`config.mk`:
```
export PLATFORM = sky130hd
export DESIGN_NAME = memory_stage_ctrl_flat
export DESIGN_NICKNAME = d
export VERILOG_FILES = /design/src/rtl/memory_stage_ctrl_if.sv /design/src/rtl/memory_stage_ctrl.sv /design/src/flat_wrapper.sv
export SDC_FILE = /design/constraint.sdc
export NUM_CORES = 1
export LEC_CHECK = 0
export ABC_AREA = 1
export BUFFER_PORTS_ARGS = -buffer_cell sky130_fd_sc_hd__buf_2
export CAP_MARGIN = 5
export CORE_AREA = 2 2 124 126
export CTS_BUF_LIST = sky130_fd_sc_hd__clkbuf_4
export CTS_CLUSTER_SIZE = 30
export DETAILED_ROUTE_END_ITERATION = 16
export DIE_AREA = 0 0 126 128
export HOLD_SLACK_MARGIN = 0.15
export MAX_ROUTING_LAYER = met4
export PLACE_DENSITY_LB_ADDON = 0.1
export SLEW_MARGIN = 20
export SYNTH_ARGS = -nofsm -noshare
export SYNTH_HDL_FRONTEND = slang
export SYNTH_SLANG_ARGS = --single-unit
```
`constraint.sdc`:
```
create_clock -name CLK -period 1.95 [get_ports CLK]
set_clock_uncertainty 0.15 [all_clocks]
set_input_delay 0.195 -clock CLK [delete_from_list [all_inputs] [get_ports CLK]]
set_output_delay 0.195 -clock CLK [all_outputs]
set_load 0.02 [all_outputs]
```
`src/rtl/memory_stage_ctrl_if.sv`:
```
// Bundle of the EX/MEM inputs, the dcache port and the MEM/WB latch outputs for memory_stage_ctrl.
// The master modport is the memory stage's view; the slave modport is the surrounding pipeline/cache.
interface memory_stage_ctrl_if #(
  parameter int DATA_W    = 32,
  parameter int ADDR_W    = 32,
  parameter int REGSEL_W  = 2,
  parameter int REGBITS_W = 5
) ();
  logic                   ihit;
  logic                   flush;
  logic [ADDR_W-1:0]      nPC;
  logic                   dREN;
  logic                   dWEN;
  logic                   regWr;
  logic [REGSEL_W-1:0]    regSel;
  logic [REGBITS_W-1:0]   regDst;
  logic [DATA_W-1:0]      ALUOut;
  logic [DATA_W-1:0]      rtdat;
  logic [1:0]             memSize;
  logic                   memSigned;
  logic [DATA_W-1:0]      dmemload;
  logic                   dhit;

  logic                   dmemREN;
  logic                   dmemWEN;
  logic [ADDR_W-1:0]      dmemaddr;
  logic [DATA_W-1:0]      dmemstore;
  logic [DATA_W/8-1:0]    dmemstrb;
  logic                   mem_stall;

  logic [ADDR_W-1:0]      nPC_next;
  logic                   regWr_next;
  logic [REGSEL_W-1:0]    regSel_next;
  logic [REGBITS_W-1:0]   regDst_next;
  logic [DATA_W-1:0]      ALUOut_next;
  logic [DATA_W-1:0]      dmemload_next;

  modport master (
    input  ihit, flush, nPC, dREN, dWEN, regWr, regSel, regDst, ALUOut, rtdat,
           memSize, memSigned, dmemload, dhit,
    output dmemREN, dmemWEN, dmemaddr, dmemstore, dmemstrb, mem_stall,
           nPC_next, regWr_next, regSel_next, regDst_next, ALUOut_next, dmemload_next
  );

  modport slave (
    output ihit, flush, nPC, dREN, dWEN, regWr, regSel, regDst, ALUOut, rtdat,
           memSize, memSigned, dmemload, dhit,
    input  dmemREN, dmemWEN, dmemaddr, dmemstore, dmemstrb, mem_stall,
           nPC_next, regWr_next, regSel_next, regDst_next, ALUOut_next, dmemload_next
  );
endinterface

```
`src/rtl/memory_stage_ctrl.sv`:
```
// MEM stage + MEM/WB latch: one dcache request per instruction, held until dhit; stalls upstream meanwhile.
// Optional MEM_SUBWORD_EN adds byte/half loads (lane by ALUOut low bits) and strobed subword stores; needs DATA_W >= 32.
module memory_stage_ctrl #(
  parameter int DATA_W    = 32,
  parameter int ADDR_W    = 32,
  parameter int REGSEL_W  = 2,
  parameter int REGBITS_W = 5
) (
  input  logic                 CLK,
  input  logic                 RST,
  memory_stage_ctrl_if.master  bus
);

  localparam int NB = DATA_W / 8;

  typedef enum logic [1:0] {IDLE, WAIT, DONE} state_t;

  state_t              state, state_nxt;
  logic                op, not_done, adv;
  logic [DATA_W-1:0]   ld_ext, hold, st_dat;
  logic [NB-1:0]       strb;
  logic [ADDR_W-1:0]   addr_full;

  // Requests are gated by RST so an access in flight is dropped as soon as reset is seen.
  assign op       = (bus.dREN | bus.dWEN) & ~RST;
  assign not_done = (state != DONE);

  assign bus.dmemREN   = not_done & bus.dREN & ~RST;
  assign bus.dmemWEN   = not_done & bus.dWEN & ~RST;
  assign bus.mem_stall = op & ~bus.dhit & not_done;
  assign adv           = bus.ihit & ~bus.mem_stall;

  assign addr_full     = ADDR_W'(bus.ALUOut);
  assign bus.dmemaddr  = addr_full & ~(ADDR_W'(NB - 1));
  assign bus.dmemstore = st_dat;
  assign bus.dmemstrb  = strb;

`ifdef MEM_SUBWORD_EN
  localparam int OFF_W = $clog2(NB);
  logic [OFF_W-1:0] off;
  logic [7:0]       lane_b;
  logic [15:0]      lane_h;

  assign off    = bus.ALUOut[OFF_W-1:0];
  assign lane_b = 8'(bus.dmemload >> {off, 3'b000});
  assign lane_h = 16'(bus.dmemload >> {off[OFF_W-1:1], 4'b0000});

  always_comb begin
    ld_ext = bus.dmemload;
    st_dat = bus.rtdat;
    strb   = '1;
    case (bus.memSize)
      2'b00: begin
        ld_ext = {{(DATA_W-8){bus.memSigned & lane_b[7]}}, lane_b};
        st_dat = {NB{bus.rtdat[7:0]}};
        strb   = {{(NB-1){1'b0}}, 1'b1} << off;
      end
      2'b01: begin
        // Odd half addresses fall back to a full word at the aligned address.
        if (!off[0]) begin
          ld_ext = {{(DATA_W-16){bus.memSigned & lane_h[15]}}, lane_h};
          st_dat = {(NB/2){bus.rtdat[15:0]}};
          strb   = {{(NB-2){1'b0}}, 2'b11} << {off[OFF_W-1:1], 1'b0};
        end
      end
      default: ;
    endcase
  end
`else
  always_comb begin
    ld_ext = bus.dmemload;
    st_dat = bus.rtdat;
    strb   = '1;
  end
`endif

  always_comb begin
    state_nxt = state;
    case (state)
      IDLE: begin
        if (op && !bus.dhit)              state_nxt = WAIT;
        else if (op && bus.dhit && !bus.ihit) state_nxt = DONE;
      end
      WAIT: begin
        if (bus.dhit) state_nxt = bus.ihit ? IDLE : DONE;
      end
      DONE: begin
        if (bus.ihit) state_nxt = IDLE;
      end
      default: state_nxt = IDLE;
    endcase
  end

  always_ff @(posedge CLK) begin
    if (RST) state <= IDLE;
    else     state <= state_nxt;
  end

  // Keeps the completed load data while WB is not ready to take it.
  always_ff @(posedge CLK) begin
    if (RST)           hold <= '0;
    else if (bus.dhit) hold <= ld_ext;
  end

  always_ff @(posedge CLK) begin
    if (RST || (adv && bus.flush)) begin
      bus.nPC_next      <= '0;
      bus.regWr_next    <= 1'b0;
      bus.regSel_next   <= '0;
      bus.regDst_next   <= '0;
      bus.ALUOut_next   <= '0;
      bus.dmemload_next <= '0;
    end else if (adv) begin
      bus.nPC_next      <= bus.nPC;
      bus.regWr_next    <= bus.regWr;
      bus.regSel_next   <= bus.regSel;
      bus.regDst_next   <= bus.regDst;
      bus.ALUOut_next   <= bus.ALUOut;
      bus.dmemload_next <= bus.dhit ? ld_ext : hold;
    end
  end

endmodule
```
`src/flat_wrapper.sv`:
```
// flat-port wrapper written by rule: the top's interface ports become plain ports
module memory_stage_ctrl_flat 
#(
  parameter int DATA_W    = 32,
  parameter int ADDR_W    = 32,
  parameter int REGSEL_W  = 2,
  parameter int REGBITS_W = 5
)
  (CLK, RST, bus_ihit, bus_flush, bus_nPC, bus_dREN, bus_dWEN, bus_regWr, bus_regSel, bus_regDst, bus_ALUOut, bus_rtdat, bus_memSize, bus_memSigned, bus_dmemload, bus_dhit, bus_dmemREN, bus_dmemWEN, bus_dmemaddr, bus_dmemstore, bus_dmemstrb, bus_mem_stall, bus_nPC_next, bus_regWr_next, bus_regSel_next, bus_regDst_next, bus_ALUOut_next, bus_dmemload_next);
  memory_stage_ctrl_if #(.DATA_W(DATA_W), .ADDR_W(ADDR_W), .REGSEL_W(REGSEL_W), .REGBITS_W(REGBITS_W)) bus_i ();
  input  logic CLK;
  input  logic RST;
  input wire logic [$bits(bus_i.ihit)-1:0] bus_ihit;
  input wire logic [$bits(bus_i.flush)-1:0] bus_flush;
  input wire logic [$bits(bus_i.nPC)-1:0] bus_nPC;
  input wire logic [$bits(bus_i.dREN)-1:0] bus_dREN;
  input wire logic [$bits(bus_i.dWEN)-1:0] bus_dWEN;
  input wire logic [$bits(bus_i.regWr)-1:0] bus_regWr;
  input wire logic [$bits(bus_i.regSel)-1:0] bus_regSel;
  input wire logic [$bits(bus_i.regDst)-1:0] bus_regDst;
  input wire logic [$bits(bus_i.ALUOut)-1:0] bus_ALUOut;
  input wire logic [$bits(bus_i.rtdat)-1:0] bus_rtdat;
  input wire logic [$bits(bus_i.memSize)-1:0] bus_memSize;
  input wire logic [$bits(bus_i.memSigned)-1:0] bus_memSigned;
  input wire logic [$bits(bus_i.dmemload)-1:0] bus_dmemload;
  input wire logic [$bits(bus_i.dhit)-1:0] bus_dhit;
  output wire logic [$bits(bus_i.dmemREN)-1:0] bus_dmemREN;
  output wire logic [$bits(bus_i.dmemWEN)-1:0] bus_dmemWEN;
  output wire logic [$bits(bus_i.dmemaddr)-1:0] bus_dmemaddr;
  output wire logic [$bits(bus_i.dmemstore)-1:0] bus_dmemstore;
  output wire logic [$bits(bus_i.dmemstrb)-1:0] bus_dmemstrb;
  output wire logic [$bits(bus_i.mem_stall)-1:0] bus_mem_stall;
  output wire logic [$bits(bus_i.nPC_next)-1:0] bus_nPC_next;
  output wire logic [$bits(bus_i.regWr_next)-1:0] bus_regWr_next;
  output wire logic [$bits(bus_i.regSel_next)-1:0] bus_regSel_next;
  output wire logic [$bits(bus_i.regDst_next)-1:0] bus_regDst_next;
  output wire logic [$bits(bus_i.ALUOut_next)-1:0] bus_ALUOut_next;
  output wire logic [$bits(bus_i.dmemload_next)-1:0] bus_dmemload_next;
  assign bus_i.ihit = bus_ihit;
  assign bus_i.flush = bus_flush;
  assign bus_i.nPC = bus_nPC;
  assign bus_i.dREN = bus_dREN;
  assign bus_i.dWEN = bus_dWEN;
  assign bus_i.regWr = bus_regWr;
  assign bus_i.regSel = bus_regSel;
  assign bus_i.regDst = bus_regDst;
  assign bus_i.ALUOut = bus_ALUOut;
  assign bus_i.rtdat = bus_rtdat;
  assign bus_i.memSize = bus_memSize;
  assign bus_i.memSigned = bus_memSigned;
  assign bus_i.dmemload = bus_dmemload;
  assign bus_i.dhit = bus_dhit;
  assign bus_dmemREN = bus_i.dmemREN;
  assign bus_dmemWEN = bus_i.dmemWEN;
  assign bus_dmemaddr = bus_i.dmemaddr;
  assign bus_dmemstore = bus_i.dmemstore;
  assign bus_dmemstrb = bus_i.dmemstrb;
  assign bus_mem_stall = bus_i.mem_stall;
  assign bus_nPC_next = bus_i.nPC_next;
  assign bus_regWr_next = bus_i.regWr_next;
  assign bus_regSel_next = bus_i.regSel_next;
  assign bus_regDst_next = bus_i.regDst_next;
  assign bus_ALUOut_next = bus_i.ALUOut_next;
  assign bus_dmemload_next = bus_i.dmemload_next;
  memory_stage_ctrl #(.DATA_W(DATA_W), .ADDR_W(ADDR_W), .REGSEL_W(REGSEL_W), .REGBITS_W(REGBITS_W)) u_core (.CLK(CLK), .RST(RST), .bus(bus_i));
endmodule
```
==> flow_metrics.tcl <==
set metrics [dict create \
    outcome "completed" \
    setup.worst_path.end "u_core.bus.regDst_next[3]" \
    mappedNetlistArea_um2 5950 \
    clock_sinks 138 \
    hold-worst-slack_ns 0.215 \
    via_count 6262 \
    preCtsSetupSlack_ns 0.255 \
    finish.net_count 1246 \
    crit_path_frequent_cell "dlygate4sd3_1" \
    largest_net_degree_at_the_start_of_global_routing 72 \
    post_synth_top_area_share_pct 46.4 \
    pwr-share-comb_pct 23.0 \
    max_stage_delay_ns 0.57 \
    place.gp.congestion 0.796 \
    num_rows 45 \
    synth_enable_flop_cells 0 \
    worst_r2r_path_depth 8 \
    critical_path_source_type "input pin" \
    grt_first_pass_wirelength_mm 29.7 \
    max-vdd-ir-drop_mv 0.378 \
    netlist_top_cells_area "dfxtp_1 46%, nand2_1 13%, buf_4 9.5%" \
    seq_area_frac_synth_pct 46.4 \
    cellInternalPower_uw 4550 \
    htree_levels 4 \
    synth_area_leader_cell "dfxtp_1" \
    post_synth.cell_area_avg_um2 8.05 \
    synthesis.instances 739 \
    number_of_antenna_violations_at_the_first_check_in_global_routing 0 \
    hold_path.class "input pin to flop" \
    cts-buffers-inserted 17 \
    synth_commonest_cells "210 x nand2_1, 138 x dfxtp_1, 110 x nand3_1, 79 x a21oi_1, 75 x buf_4" \
    clkPwrFrac_pct 29.8 \
    n_fill_cell 1292 \
    design.core.area_um2 14900 \
    i_o_buffers 247 \
    async_flop_share_pct 0 \
    cts_root_buffer "clkbuf_4" \
    cell_with_the_biggest_individual_delay_on_the_critical_path "dlygate4sd3_1" \
    floorplan.die_area_um2 16100 \
    max_freq_mhz 521 \
    startpoint "RST" \
    cts-root-to-sink-buffers 2 \
    num_antenna_cells 0 \
    worst-endpoint-required_ns 2.23 \
    io_pins 321 \
    chipWidth_um 126 \
    crit-reg2reg-launch "u_core.state[0]" \
    timing_hold_violations_final 0 \
    detail-route-antenna-nets 0 \
    critPathMaxFanout 13 \
    timing_max_transition_violations_final 0 \
    worst_slack_ns 0.0291 \
    yosys.cell_count.top_type "nand2_1" \
    initial_utilization_pct 40.0 \
    cell_breakdown_of_the_critical_path "dlygate4sd3_1 -> buf_2 -> inv_2 -> nand2_1 -> nand2_2 -> nand3_4 -> buf_12 -> clkbuf_16 -> nand3_1 -> dlygate4sd3_1 -> a21oi_2" \
    synth.lib_cells_used.distinct 15 \
    seq_power_share_pct 47.1 \
    cellLeakagePower_uw 0.00416 \
    fp.dieH_um 128 \
    drt-vias-per-instance 4.82 \
    synthesis.yosys.warnings 0 \
    r2r_slack_ns 0.07 \
    track_usage_pct 23.3 \
    layout-drive-gt1-share_pct 32.6 \
    cts_tree "yes" \
    endpoint_kind "flop" \
    finalWirelength_mm 18.8 \
    grt_pass1_vias 6302 \
    timing.rr.end "u_core.bus.regDst_next[3]" \
    period_share_pct 98.5 \
    power.switching_uw 1900 \
    crit_arrival_ns 2.20 \
    timing.final.crit_period_ns 1.92 \
    detail_route.iter0.violations 311 \
    layout-area-overhead-vs-synth_pct 53.5 \
    max-cap-violations 0 \
    wire_length_per_cell_um 14.5 \
    clk_transition_reported_paths_ns 0.12 \
    pre_repair_dr_iteration_count 5 \
    clock_network_latency_to_the_later_pin_of_the_worst_skew_pair_ns 0.52 \
    setup_violations 0 \
    synth-seq-cells 138 \
    cellPowerDensity_nw_per_um2 706 \
    drc 0 \
    dp_hpwl_mm 10.6 \
    sw_frac_of_total_pct 29.4 \
    globalRouteOverflowTotal 0 \
    dominantRegCellSynth "dfxtp_1" \
    crit_type "input pin to flop" \
]
## state kept, by name, indices dropped and copies added, names as in the netlist
register	count
u_core.bus.regSel_next	2
u_core.bus.dmemload_next	32
u_core.bus.regDst_next	5
u_core.bus.ALUOut_next	32
u_core.bus.regWr_next	1
u_core.hold	32
u_core.state	2
u_core.bus.nPC_next	32
## per-stage QoR
stage	instance area (um2)	total power [uW]	util (%)	TNS, ns	std cells
after floorplan	5960	3980	-	0	743
after global placement	6790	4190	45.7	0	1068
after detailed placement	6790	4220	45.7	0	1068
after CTS	9050	6450	60.9	0	1296
after global routing	9130	6760	61.4	-0.0246	1300
final	9130	6440	61.4	0	1300
## power groups by stage
stage	clock [uW]	combinational (uW)	sequential, uW
final	1920	1480	3040
after global routing	2110	1600	3060
after CTS	1980	1440	3040
after global placement	0	1100	3090
after detailed placement	0	1120	3100
after floorplan	0	744	3230
## area by class of cell
type | count | area, um2 | area share, %
multi-input cells | 472 | 2340 | 25.6
clock buffers | 20 | 150 | 1.64
inverters | 9 | 33.8 | 0.370
repair buffers | 462 | 3480 | 38.1
flip-flops and latches | 138 | 2770 | 30.3
clock inverters | 11 | 129 | 1.41
well taps | 188 | 235 | 2.58
## worst min path at each step
| stage | startpoint | end | slack [ns] | cells after the start |
|---|---|---|---|---|
| floorplan | bus_dmemload[14] | u_core.hold[14] | 0.21 | 2 |
| global placement | bus_rtdat[15] | bus_dmemstore[15] | 0.24 | 0 |
| detailed placement | bus_rtdat[15] | bus_dmemstore[15] | 0.24 | 0 |
| CTS | bus_dhit | u_core.bus.dmemload_next[7] | 0.15 | 6 |
| global route | bus_dhit | u_core.bus.dmemload_next[0] | 0.19 | 6 |
| finish | bus_dhit | u_core.bus.dmemload_next[7] | 0.21 | 6 |
## placed cells by master (no fill, tap or decap), drive strengths merged
master,instances
dlymetal6s4s,1
clkinv,7
clkbuf,21
bufinv,3
buf,265
nand3,111
nand2,213
nor2,3
a21oi,139
conb,6
dlygate4sd3,195
clkinvlp,1
dfxtp,138
inv,9
## timing repair
item	in CTS	in global routing
pin swaps	1	1
resized for setup	5	6
setup buffers	1	3
hold buffers	196	0
setup endpoints to repair	1	5
gates cloned	0	1
endpoints found under the hold margin	138	0
## cells by family after synthesis
kind of cell	Yosys count	synth area share (%)
and+or+nand+nor	327	23.3
AOI/OAI and AO/OA	139	15.5
DFF	138	46.4
buffers and inverters	133	14.7
other	2	0.126
## critical path, delay by kind of cell
family | cells | cell delay (ns)
AO/OA/AOI/OAI | 1 | 0.06
buffers and inverters | 6 | 1.61
AND/OR/NAND/NOR | 4 | 0.33
## layer usage
layer | vias to the layer above | track usage [%] | share of wire [%] | routed length, um
li1 | 3081 | - | - | -
met1 | 2894 | 25.6 | 41 | 7760
met2 | 250 | 40.4 | 51 | 9510
met3 | 37 | 5.51 | 6.0 | 1130
met4 | 0 | 9.95 | 2.3 | 435
met5 | - | - | 0 | 0
Power figures use the tool's default switching activity.
